<file path="src/rtl/conv2d_ctrl_pkg.sv">
// Shared state encoding, default geometry and helpers for the conv2d sequencer.
// Pure declarations: no latency, no flow control.
package conv2d_ctrl_pkg;

  typedef enum logic [2:0] {
    ST_IDLE,
    ST_LOAD,
    ST_COMMIT,
    ST_READY,
    ST_ISSUE,
    ST_WAIT,
    ST_HOLD
  } state_t;

  localparam int DEF_INPUT_WIDTH    = 32;
  localparam int DEF_INPUT_HEIGHT   = 1;
  localparam int DEF_INPUT_CHANNELS = 1;
  localparam int DEF_KERNEL_SIZE    = 3;
  localparam int DEF_NUM_FILTERS    = 8;
  localparam int DEF_ACTIV_BITS     = 8;
  localparam int DEF_TIMEOUT        = 15;

  localparam int NW        = DEF_NUM_FILTERS * DEF_INPUT_CHANNELS * DEF_KERNEL_SIZE * DEF_KERNEL_SIZE;
  localparam int NB        = DEF_NUM_FILTERS;
  localparam int FB        = DEF_INPUT_WIDTH * DEF_INPUT_HEIGHT * DEF_INPUT_CHANNELS * DEF_ACTIV_BITS;
  localparam int CFG_BYTES = NW + NB;

  // Counter width able to index 0..n-1, never narrower than one bit.
  function automatic int cnt_bits(input int n);
    return (n <= 1) ? 1 : $clog2(n);
  endfunction

endpackage

</file>
<file path="src/rtl/conv2d_ctrl_if.sv">
// Config-byte, frame and result handshakes between a producer/consumer and the sequencer.
// Wiring only: no latency; ready/valid semantics are owned by the slave.
interface conv2d_ctrl_if #(
  parameter int AB = 8,
  parameter int FB = 256
) ();
  logic          cfg_start;
  logic          cfg_valid;
  logic [AB-1:0] cfg_data;
  logic          cfg_ready;
  logic          frame_valid;
  logic [FB-1:0] frame_data;
  logic          frame_ready;
  logic          result_valid;
  logic          result_ready;

  modport master (
    output cfg_start, cfg_valid, cfg_data, frame_valid, frame_data, result_ready,
    input  cfg_ready, frame_ready, result_valid
  );

  modport slave (
    input  cfg_start, cfg_valid, cfg_data, frame_valid, frame_data, result_ready,
    output cfg_ready, frame_ready, result_valid
  );
endinterface

</file>
<file path="src/rtl/conv2d_cfg_deser.sv">
// Byte-serial to flat weight/bias deserialiser; one byte per accept, done on the final byte.
// No internal stall: the parent gates accept, and clear rewinds the byte index only.
import conv2d_ctrl_pkg::*;

module conv2d_cfg_deser #(
  parameter int NW = 72,
  parameter int NB = 8,
  parameter int AB = 8
) (
  input  logic              clk,
  input  logic              rst,
  input  logic              clear,
  input  logic              accept,
  input  logic [AB-1:0]     data,
  output logic              done,
  output logic [NW*AB-1:0]  weights,
  output logic [NB*AB-1:0]  biases
);
  localparam int CW = cnt_bits(NW + NB);
  localparam logic [CW-1:0] LAST = CW'(NW + NB - 1);

  logic [CW-1:0] cnt;

  assign done = accept && (cnt == LAST);

  always_ff @(posedge clk) begin
    if (rst) begin
      cnt     <= '0;
      weights <= '0;
      biases  <= '0;
    end else if (clear) begin
      cnt <= '0;
    end else if (accept) begin
      if (int'(cnt) < NW) begin
        weights[int'(cnt)*AB +: AB] <= data;
      end else begin
        biases[(int'(cnt)-NW)*AB +: AB] <= data;
      end
      cnt <= (cnt == LAST) ? '0 : cnt + CW'(1);
    end
  end

endmodule

</file>
<file path="src/rtl/conv2d_ctrl.sv">
// Sequencer for one conv2d: loads weights/biases, then issues one frame at a time, 4 cycles/frame.
// Result is held in HOLD until taken; no new frame is accepted while a result is pending.
import conv2d_ctrl_pkg::*;

module conv2d_ctrl #(
  parameter int INPUT_WIDTH    = DEF_INPUT_WIDTH,
  parameter int INPUT_HEIGHT   = DEF_INPUT_HEIGHT,
  parameter int INPUT_CHANNELS = DEF_INPUT_CHANNELS,
  parameter int KERNEL_SIZE    = DEF_KERNEL_SIZE,
  parameter int NUM_FILTERS    = DEF_NUM_FILTERS,
  parameter int ACTIV_BITS     = DEF_ACTIV_BITS,
  parameter int TIMEOUT        = DEF_TIMEOUT,
  localparam int W_BYTES    = NUM_FILTERS * INPUT_CHANNELS * KERNEL_SIZE * KERNEL_SIZE,
  localparam int B_BYTES    = NUM_FILTERS,
  localparam int FRAME_BITS = INPUT_WIDTH * INPUT_HEIGHT * INPUT_CHANNELS * ACTIV_BITS
) (
  input  logic                          clk,
  input  logic                          rst,
  conv2d_ctrl_if.slave                  bus,
  output logic [FRAME_BITS-1:0]         conv_data_in,
  output logic                          conv_data_valid,
  output logic [W_BYTES*ACTIV_BITS-1:0] conv_weights,
  output logic [B_BYTES*ACTIV_BITS-1:0] conv_biases,
  output logic                          conv_load_w,
  output logic                          conv_load_b,
  input  logic                          conv_out_valid,
  output logic [15:0]                   frame_count,
  output logic                          err_timeout,
  output logic                          configured
);
  localparam int TW = cnt_bits(TIMEOUT);
  localparam logic [TW-1:0] TMO_LAST = TW'(TIMEOUT - 1);

  state_t        state;
  logic [TW-1:0] tmo_cnt;
  logic          cfg_done;
  logic          cfg_clear;
  logic          cfg_accept;

  assign bus.cfg_ready    = (state == ST_LOAD);
  assign bus.frame_ready  = (state == ST_READY);
  assign bus.result_valid = (state == ST_HOLD);

  // A restart wins over a byte presented in the same cycle; that byte is dropped.
  assign cfg_clear  = bus.cfg_start &&
                      (state == ST_IDLE || state == ST_READY || state == ST_LOAD);
  assign cfg_accept = (state == ST_LOAD) && bus.cfg_valid && !bus.cfg_start;

  conv2d_cfg_deser #(
    .NW (W_BYTES),
    .NB (B_BYTES),
    .AB (ACTIV_BITS)
  ) u_deser (
    .clk     (clk),
    .rst     (rst),
    .clear   (cfg_clear),
    .accept  (cfg_accept),
    .data    (bus.cfg_data),
    .done    (cfg_done),
    .weights (conv_weights),
    .biases  (conv_biases)
  );

  always_ff @(posedge clk) begin
    if (rst) begin
      state           <= ST_IDLE;
      tmo_cnt         <= '0;
      conv_data_in    <= '0;
      conv_data_valid <= 1'b0;
      conv_load_w     <= 1'b0;
      conv_load_b     <= 1'b0;
      frame_count     <= '0;
      err_timeout     <= 1'b0;
      configured      <= 1'b0;
    end else begin
      conv_data_valid <= 1'b0;
      conv_load_w     <= 1'b0;
      conv_load_b     <= 1'b0;
      case (state)
        ST_IDLE: begin
          if (bus.cfg_start) begin
            err_timeout <= 1'b0;
            state       <= ST_LOAD;
          end
        end
        ST_LOAD: begin
          if (cfg_done) begin
            conv_load_w <= 1'b1;
            conv_load_b <= 1'b1;
            state       <= ST_COMMIT;
          end
        end
        ST_COMMIT: begin
          configured <= 1'b1;
          state      <= ST_READY;
        end
        ST_READY: begin
          if (bus.cfg_start) begin
            configured  <= 1'b0;
            err_timeout <= 1'b0;
            state       <= ST_LOAD;
          end else if (bus.frame_valid) begin
            conv_data_in    <= bus.frame_data;
            conv_data_valid <= 1'b1;
            state           <= ST_ISSUE;
          end
        end
        ST_ISSUE: begin
          tmo_cnt <= '0;
          state   <= ST_WAIT;
        end
        ST_WAIT: begin
          // The last counted WAIT cycle is TIMEOUT-1, giving exactly TIMEOUT WAIT cycles.
          if (conv_out_valid) begin
            state <= ST_HOLD;
          end else if (tmo_cnt == TMO_LAST) begin
            err_timeout <= 1'b1;
            state       <= ST_READY;
          end else begin
            tmo_cnt <= tmo_cnt + TW'(1);
          end
        end
        ST_HOLD: begin
          if (bus.result_ready) begin
            frame_count <= frame_count + 16'd1;
            state       <= ST_READY;
          end
        end
        default: state <= ST_IDLE;
      endcase
    end
  end

endmodule

</file>
<file path="src/flat_wrapper.sv">
// flat-port wrapper written by rule: the top's interface ports become plain ports
module conv2d_ctrl_flat 
#(
  parameter int INPUT_WIDTH    = DEF_INPUT_WIDTH,
  parameter int INPUT_HEIGHT   = DEF_INPUT_HEIGHT,
  parameter int INPUT_CHANNELS = DEF_INPUT_CHANNELS,
  parameter int KERNEL_SIZE    = DEF_KERNEL_SIZE,
  parameter int NUM_FILTERS    = DEF_NUM_FILTERS,
  parameter int ACTIV_BITS     = DEF_ACTIV_BITS,
  parameter int TIMEOUT        = DEF_TIMEOUT,
  localparam int W_BYTES    = NUM_FILTERS * INPUT_CHANNELS * KERNEL_SIZE * KERNEL_SIZE,
  localparam int B_BYTES    = NUM_FILTERS,
  localparam int FRAME_BITS = INPUT_WIDTH * INPUT_HEIGHT * INPUT_CHANNELS * ACTIV_BITS
)
  (clk, rst, conv_data_in, conv_data_valid, conv_weights, conv_biases, conv_load_w, conv_load_b, conv_out_valid, frame_count, err_timeout, configured, bus_cfg_start, bus_cfg_valid, bus_cfg_data, bus_frame_valid, bus_frame_data, bus_result_ready, bus_cfg_ready, bus_frame_ready, bus_result_valid);
  conv2d_ctrl_if #(.AB(8), .FB((256))) bus_i ();
  input  logic clk;
  input  logic rst;
  output logic [FRAME_BITS-1:0] conv_data_in;
  output logic conv_data_valid;
  output logic [W_BYTES*ACTIV_BITS-1:0] conv_weights;
  output logic [B_BYTES*ACTIV_BITS-1:0] conv_biases;
  output logic conv_load_w;
  output logic conv_load_b;
  input  logic conv_out_valid;
  output logic [15:0] frame_count;
  output logic err_timeout;
  output logic configured;
  input wire logic [$bits(bus_i.cfg_start)-1:0] bus_cfg_start;
  input wire logic [$bits(bus_i.cfg_valid)-1:0] bus_cfg_valid;
  input wire logic [$bits(bus_i.cfg_data)-1:0] bus_cfg_data;
  input wire logic [$bits(bus_i.frame_valid)-1:0] bus_frame_valid;
  input wire logic [$bits(bus_i.frame_data)-1:0] bus_frame_data;
  input wire logic [$bits(bus_i.result_ready)-1:0] bus_result_ready;
  output wire logic [$bits(bus_i.cfg_ready)-1:0] bus_cfg_ready;
  output wire logic [$bits(bus_i.frame_ready)-1:0] bus_frame_ready;
  output wire logic [$bits(bus_i.result_valid)-1:0] bus_result_valid;
  assign bus_i.cfg_start = bus_cfg_start;
  assign bus_i.cfg_valid = bus_cfg_valid;
  assign bus_i.cfg_data = bus_cfg_data;
  assign bus_i.frame_valid = bus_frame_valid;
  assign bus_i.frame_data = bus_frame_data;
  assign bus_i.result_ready = bus_result_ready;
  assign bus_cfg_ready = bus_i.cfg_ready;
  assign bus_frame_ready = bus_i.frame_ready;
  assign bus_result_valid = bus_i.result_valid;
  conv2d_ctrl #(.INPUT_WIDTH(INPUT_WIDTH), .INPUT_HEIGHT(INPUT_HEIGHT), .INPUT_CHANNELS(INPUT_CHANNELS), .KERNEL_SIZE(KERNEL_SIZE), .NUM_FILTERS(NUM_FILTERS), .ACTIV_BITS(ACTIV_BITS), .TIMEOUT(TIMEOUT)) u_core (.clk(clk), .rst(rst), .bus(bus_i), .conv_data_in(conv_data_in), .conv_data_valid(conv_data_valid), .conv_weights(conv_weights), .conv_biases(conv_biases), .conv_load_w(conv_load_w), .conv_load_b(conv_load_b), .conv_out_valid(conv_out_valid), .frame_count(frame_count), .err_timeout(err_timeout), .configured(configured));
endmodule
</file>
<file path="config.mk">
export PLATFORM = sky130hd
export DESIGN_NAME = conv2d_ctrl_flat
export DESIGN_NICKNAME = d
export VERILOG_FILES = /design/src/rtl/conv2d_ctrl_pkg.sv /design/src/rtl/conv2d_ctrl_if.sv /design/src/rtl/conv2d_cfg_deser.sv /design/src/rtl/conv2d_ctrl.sv /design/src/flat_wrapper.sv
export SDC_FILE = /design/constraint.sdc
export NUM_CORES = 2
export LEC_CHECK = 0
export BUFFER_PORTS_ARGS = -buffer_cell sky130_fd_sc_hd__buf_4
export CAP_MARGIN = 40
export CORE_AREA = 2 2 469 471
export DETAILED_ROUTE_END_ITERATION = 16
export DIE_AREA = 0 0 471 473
export PLACE_DENSITY = 0.44
export SETUP_SLACK_MARGIN = 0.5
export SKIP_LAST_GASP = 1
export SLEW_MARGIN = 40
export SYNTH_ARGS = -nofsm -noshare
export SYNTH_HDL_FRONTEND = slang
export SYNTH_SLANG_ARGS = --single-unit
</file>
<file path="constraint.sdc">
create_clock -name clk -period 4.17 [get_ports clk]
set_input_delay 0.834 -clock clk [delete_from_list [all_inputs] [get_ports clk]]
set_output_delay 0.834 -clock clk [all_outputs]
set_load 0.05 [all_outputs]
</file>
==> metrics.csv <==
stage,metric,value,unit
timing,rsz0062_at_grt,false,
finish,n_fill_cell,23910,
timing,min_period_over_period,0.8311,
timing,clock_skew,0.04407,ns
logic_synthesis,netlist_instances,4131,
place,post-place-ws,0.2317,ns
clocking,cts-htree-levels,3,
floorplan,core-area,0.2182,mm^2
place,dp_hpwl,159.8,mm
finish,final_core_util,0.2386,
timing,whs,0.3218,ns
worst_setup_path,end_kind,flop,
logic_synthesis,synthArstFlopShare,0,
detailed_routing,viasPerCell,4.249,
timing,tightest_slew,0.9844,ns
worst_setup_path,cp_top_family,simple AND/OR/NAND/NOR gates,
logic_synthesis,yosysTopAreaCell,dfxtp_1,
clocking,clockBufferDepth,3,
logic_synthesis,mappedNetlistArea,0.03541,mm^2
timing,setup_ws,0.7045,ns
logic_synthesis,synth_edf_count,0,
pwr,power.density,405.7,mW/mm^2
timing,fmax,0.2886,GHz
logic_synthesis,synth.top_cell.area_share,0.5258,
timing,setup_viol_count_final,0,
detailed_routing,routed_wl,205.4,mm
outcome,status,"finished, final reports clean",
global_route,grt_max_degree,137,
worst_setup_path,crit_required,4.81,ns
finish,layout_common_cells,"buf_4 (1308), dfxtp_1 (927), nand2_1 (909)",
floorplan,initial_utilization,0.1623,
logic_synthesis,avgSynthCellArea,8.572,um^2
detailed_routing,drt_iter0_markers,2724,
logic_synthesis,yosysWarningCount,0,
global_route,grt_use_total,0.1753,
finish,final_common_cell,buf_4,
global_route,antenna_found_initial,22,
floorplan,rows,172,
clocking,cts_made_buffers,114,
finish,layout.nets,5551,
clocking,clkSlewWorstSetupHoldPaths,0.06,ns
timing,finalSetupTns,0,ns
timing,hold_viol,0,
timing,fin_crit,3.466,ns
floorplan,dieArea,0.2228,mm^2
detailed_routing,vias,35010,
global_route,grt_pass1_wl,277.3,mm
finish,post_route_cells_drive_above_1_share,0.3014,
timing,drv_slew,0,
timing,slew_headroom,0.3438,
detailed_routing,drt.antenna.violating_nets,0,
logic_synthesis,syn_nets,4423,
clocking,clkLatencyLatePin,0.76,ns
place,portBuffers,1190,
pwr,ir_drop,0.3343,mV
worst_setup_path,slowest_delay,0.64,ns
logic_synthesis,yosysSeqAreaShare,0.5258,
detailed_routing,drcViolationCount,0,
worst_setup_path,crit_buf_inv,2,
detailed_routing,wl_per_cell,24.94,um
worst_setup_path,path_class,flop to flop,
place,placed_cell_area,0.04791,mm^2
detailed_routing,drtPass1Iterations,6,
worst_setup_path,critPathLaunchType,flop,
worst_hold_path,hp-class,input port to flop,
worst_setup_path,critPathSlowestCell,or3_1,
pwr,p_leak,20.35,nW
clocking,numClockSinks,930,
clocking,root_buffer,clkbuf_16,
place,place_congestion,0.8744,
floorplan,die_y,473,um
clocking,cts_tree,built,
finish,final_area,0.05208,mm^2
logic_synthesis,synth.distinct_cells,75,
global_route,grt_overflow_total,0,
floorplan,dieWidth,471,um
global_route,grt_pass1_vias,33240,
floorplan,num_io_pins,1191,
worst_setup_path,arrival,4.10,ns
logic_synthesis,synthFlopType,dfxtp_1,
finish,syn2layout_area_growth,47.07,%
logic_synthesis,ys_top_cells_by_area,"dfxtp_1 (53%), nand2_1 (9.7%), a21oi_1 (8.0%)",
logic_synthesis,ys_seq_elements,930,
worst_setup_path,worstPathCellList,"buf_4, or2_2, nor3_1, ha_1, inv_1, nand3_1, or3_1, nor2_4, mux2i_1, nor2_1",
run,cap_violations,0,
worst_setup_path,critPathMaxFanout,13,
[state kept, by name (all words and copies together), names as in the netlist]
register / flops
u_core.u_deser.weights: 576
u_core.conv_data_in: 256
u_core.u_deser.biases: 64
u_core.frame_count: 16
u_core.u_deser.cnt: 7
u_core.tmo_cnt: 4
u_core.state: 3
u_core.configured: 1
u_core.conv_data_valid: 1
u_core.conv_load_w: 1
u_core.err_timeout: 1
[area by class of cell]
type	count	area, um^2	area share
repair buffers	1326	10160	0.1950
clock buffers	172	3412	0.06552
well taps	2871	3592	0.06898
multi-input cells	2871	15660	0.3008
clock inverters	43	546.8	0.01050
flip-flops and latches	930	18620	0.3576
diodes	9	22.52	0.0004325
inverters	16	60.06	0.001153
[where the power goes]
group	internal, mW	switching (mW)	leakage (nW)
registers	8.97	0.0558	7.49
clock network	6.10	4.33	1.94
logic	0.499	1.17	10.9
total	15.6	5.56	20.3
[cell families (layout without fill, tap and decap cells)]
kind of cell / count (synthesis) / in the layout / synth area share
xor gates and xnor gates: 31 / 31 / 0.007880
buffers and inverters: 330 / 1557 / 0.03700
muxes: 218 / 218 / 0.06163
AOI/OAI and AO/OA: 756 / 756 / 0.1153
DFF: 930 / 930 / 0.5258
and+or+nand+nor: 1845 / 1845 / 0.2450
adders and majority gates: 21 / 21 / 0.007420
other: 0 / 9 / 0
[tightest hold or removal path, delay by kind of cell]
| family | cells | cell delay, ns |
|---|---|---|
| buf+inv | 1 | 0.11 |
| compound gates | 1 | 0.05 |
| simple gates | 1 | 0.04 |
[through the flow]
stage	power, mW	instances
after CTS	21.49	8226
after detailed placement	10.89	8008
after global routing	21.88	8233
after global placement	10.88	8004
final	21.13	8238
after floorplan	10.08	4131
[synthesized netlist by cell type (15+ instances only)]
library cell / n
nor3_1: 46
a21oi_1: 565
buf_2: 33
nand3b_1: 101
xor2_1: 16
nand2b_1: 85
nand4_1: 36
nand3_1: 222
nand2_1: 912
o21ai_0: 127
dfxtp_1: 930
or3_1: 55
and3_1: 30
clkbuf_1: 263
mux2i_1: 218
inv_1: 15
nor2_1: 270
ha_1: 21
[final timing paths]
check                           slack [ns]                           to  cells after the start                         from
worst max-delay path                  0.70  u_core.u_deser.weights[550]                     10        u_core.u_deser.cnt[5]
worst min-delay path                  0.32     u_core.conv_data_in[197]                      3          bus_frame_data[197]
worst max register to register        0.70  u_core.u_deser.weights[550]                     10        u_core.u_deser.cnt[5]
worst min register to register        0.45  u_core.u_deser.weights[381]                      2  u_core.u_deser.weights[381]
[repair_timing]
item | in CTS | in global routing
pin swaps | 3 | 1
gates resized for setup | 3 | 21
hold buffers | 0 | 0
buffers inserted | 3 | 3
endpoints found under the setup margin | 53 | 207
[per-layer routing]
metal	GRT usage	vias up	wire length (um)
li1	-	16290	-
met1	0.2280	16930	89220
met2	0.2619	1550	88330
met3	0.07037	237	22220
met4	0.05658	6	5627
met5	0	-	40
Power figures use the tool's default switching activity.
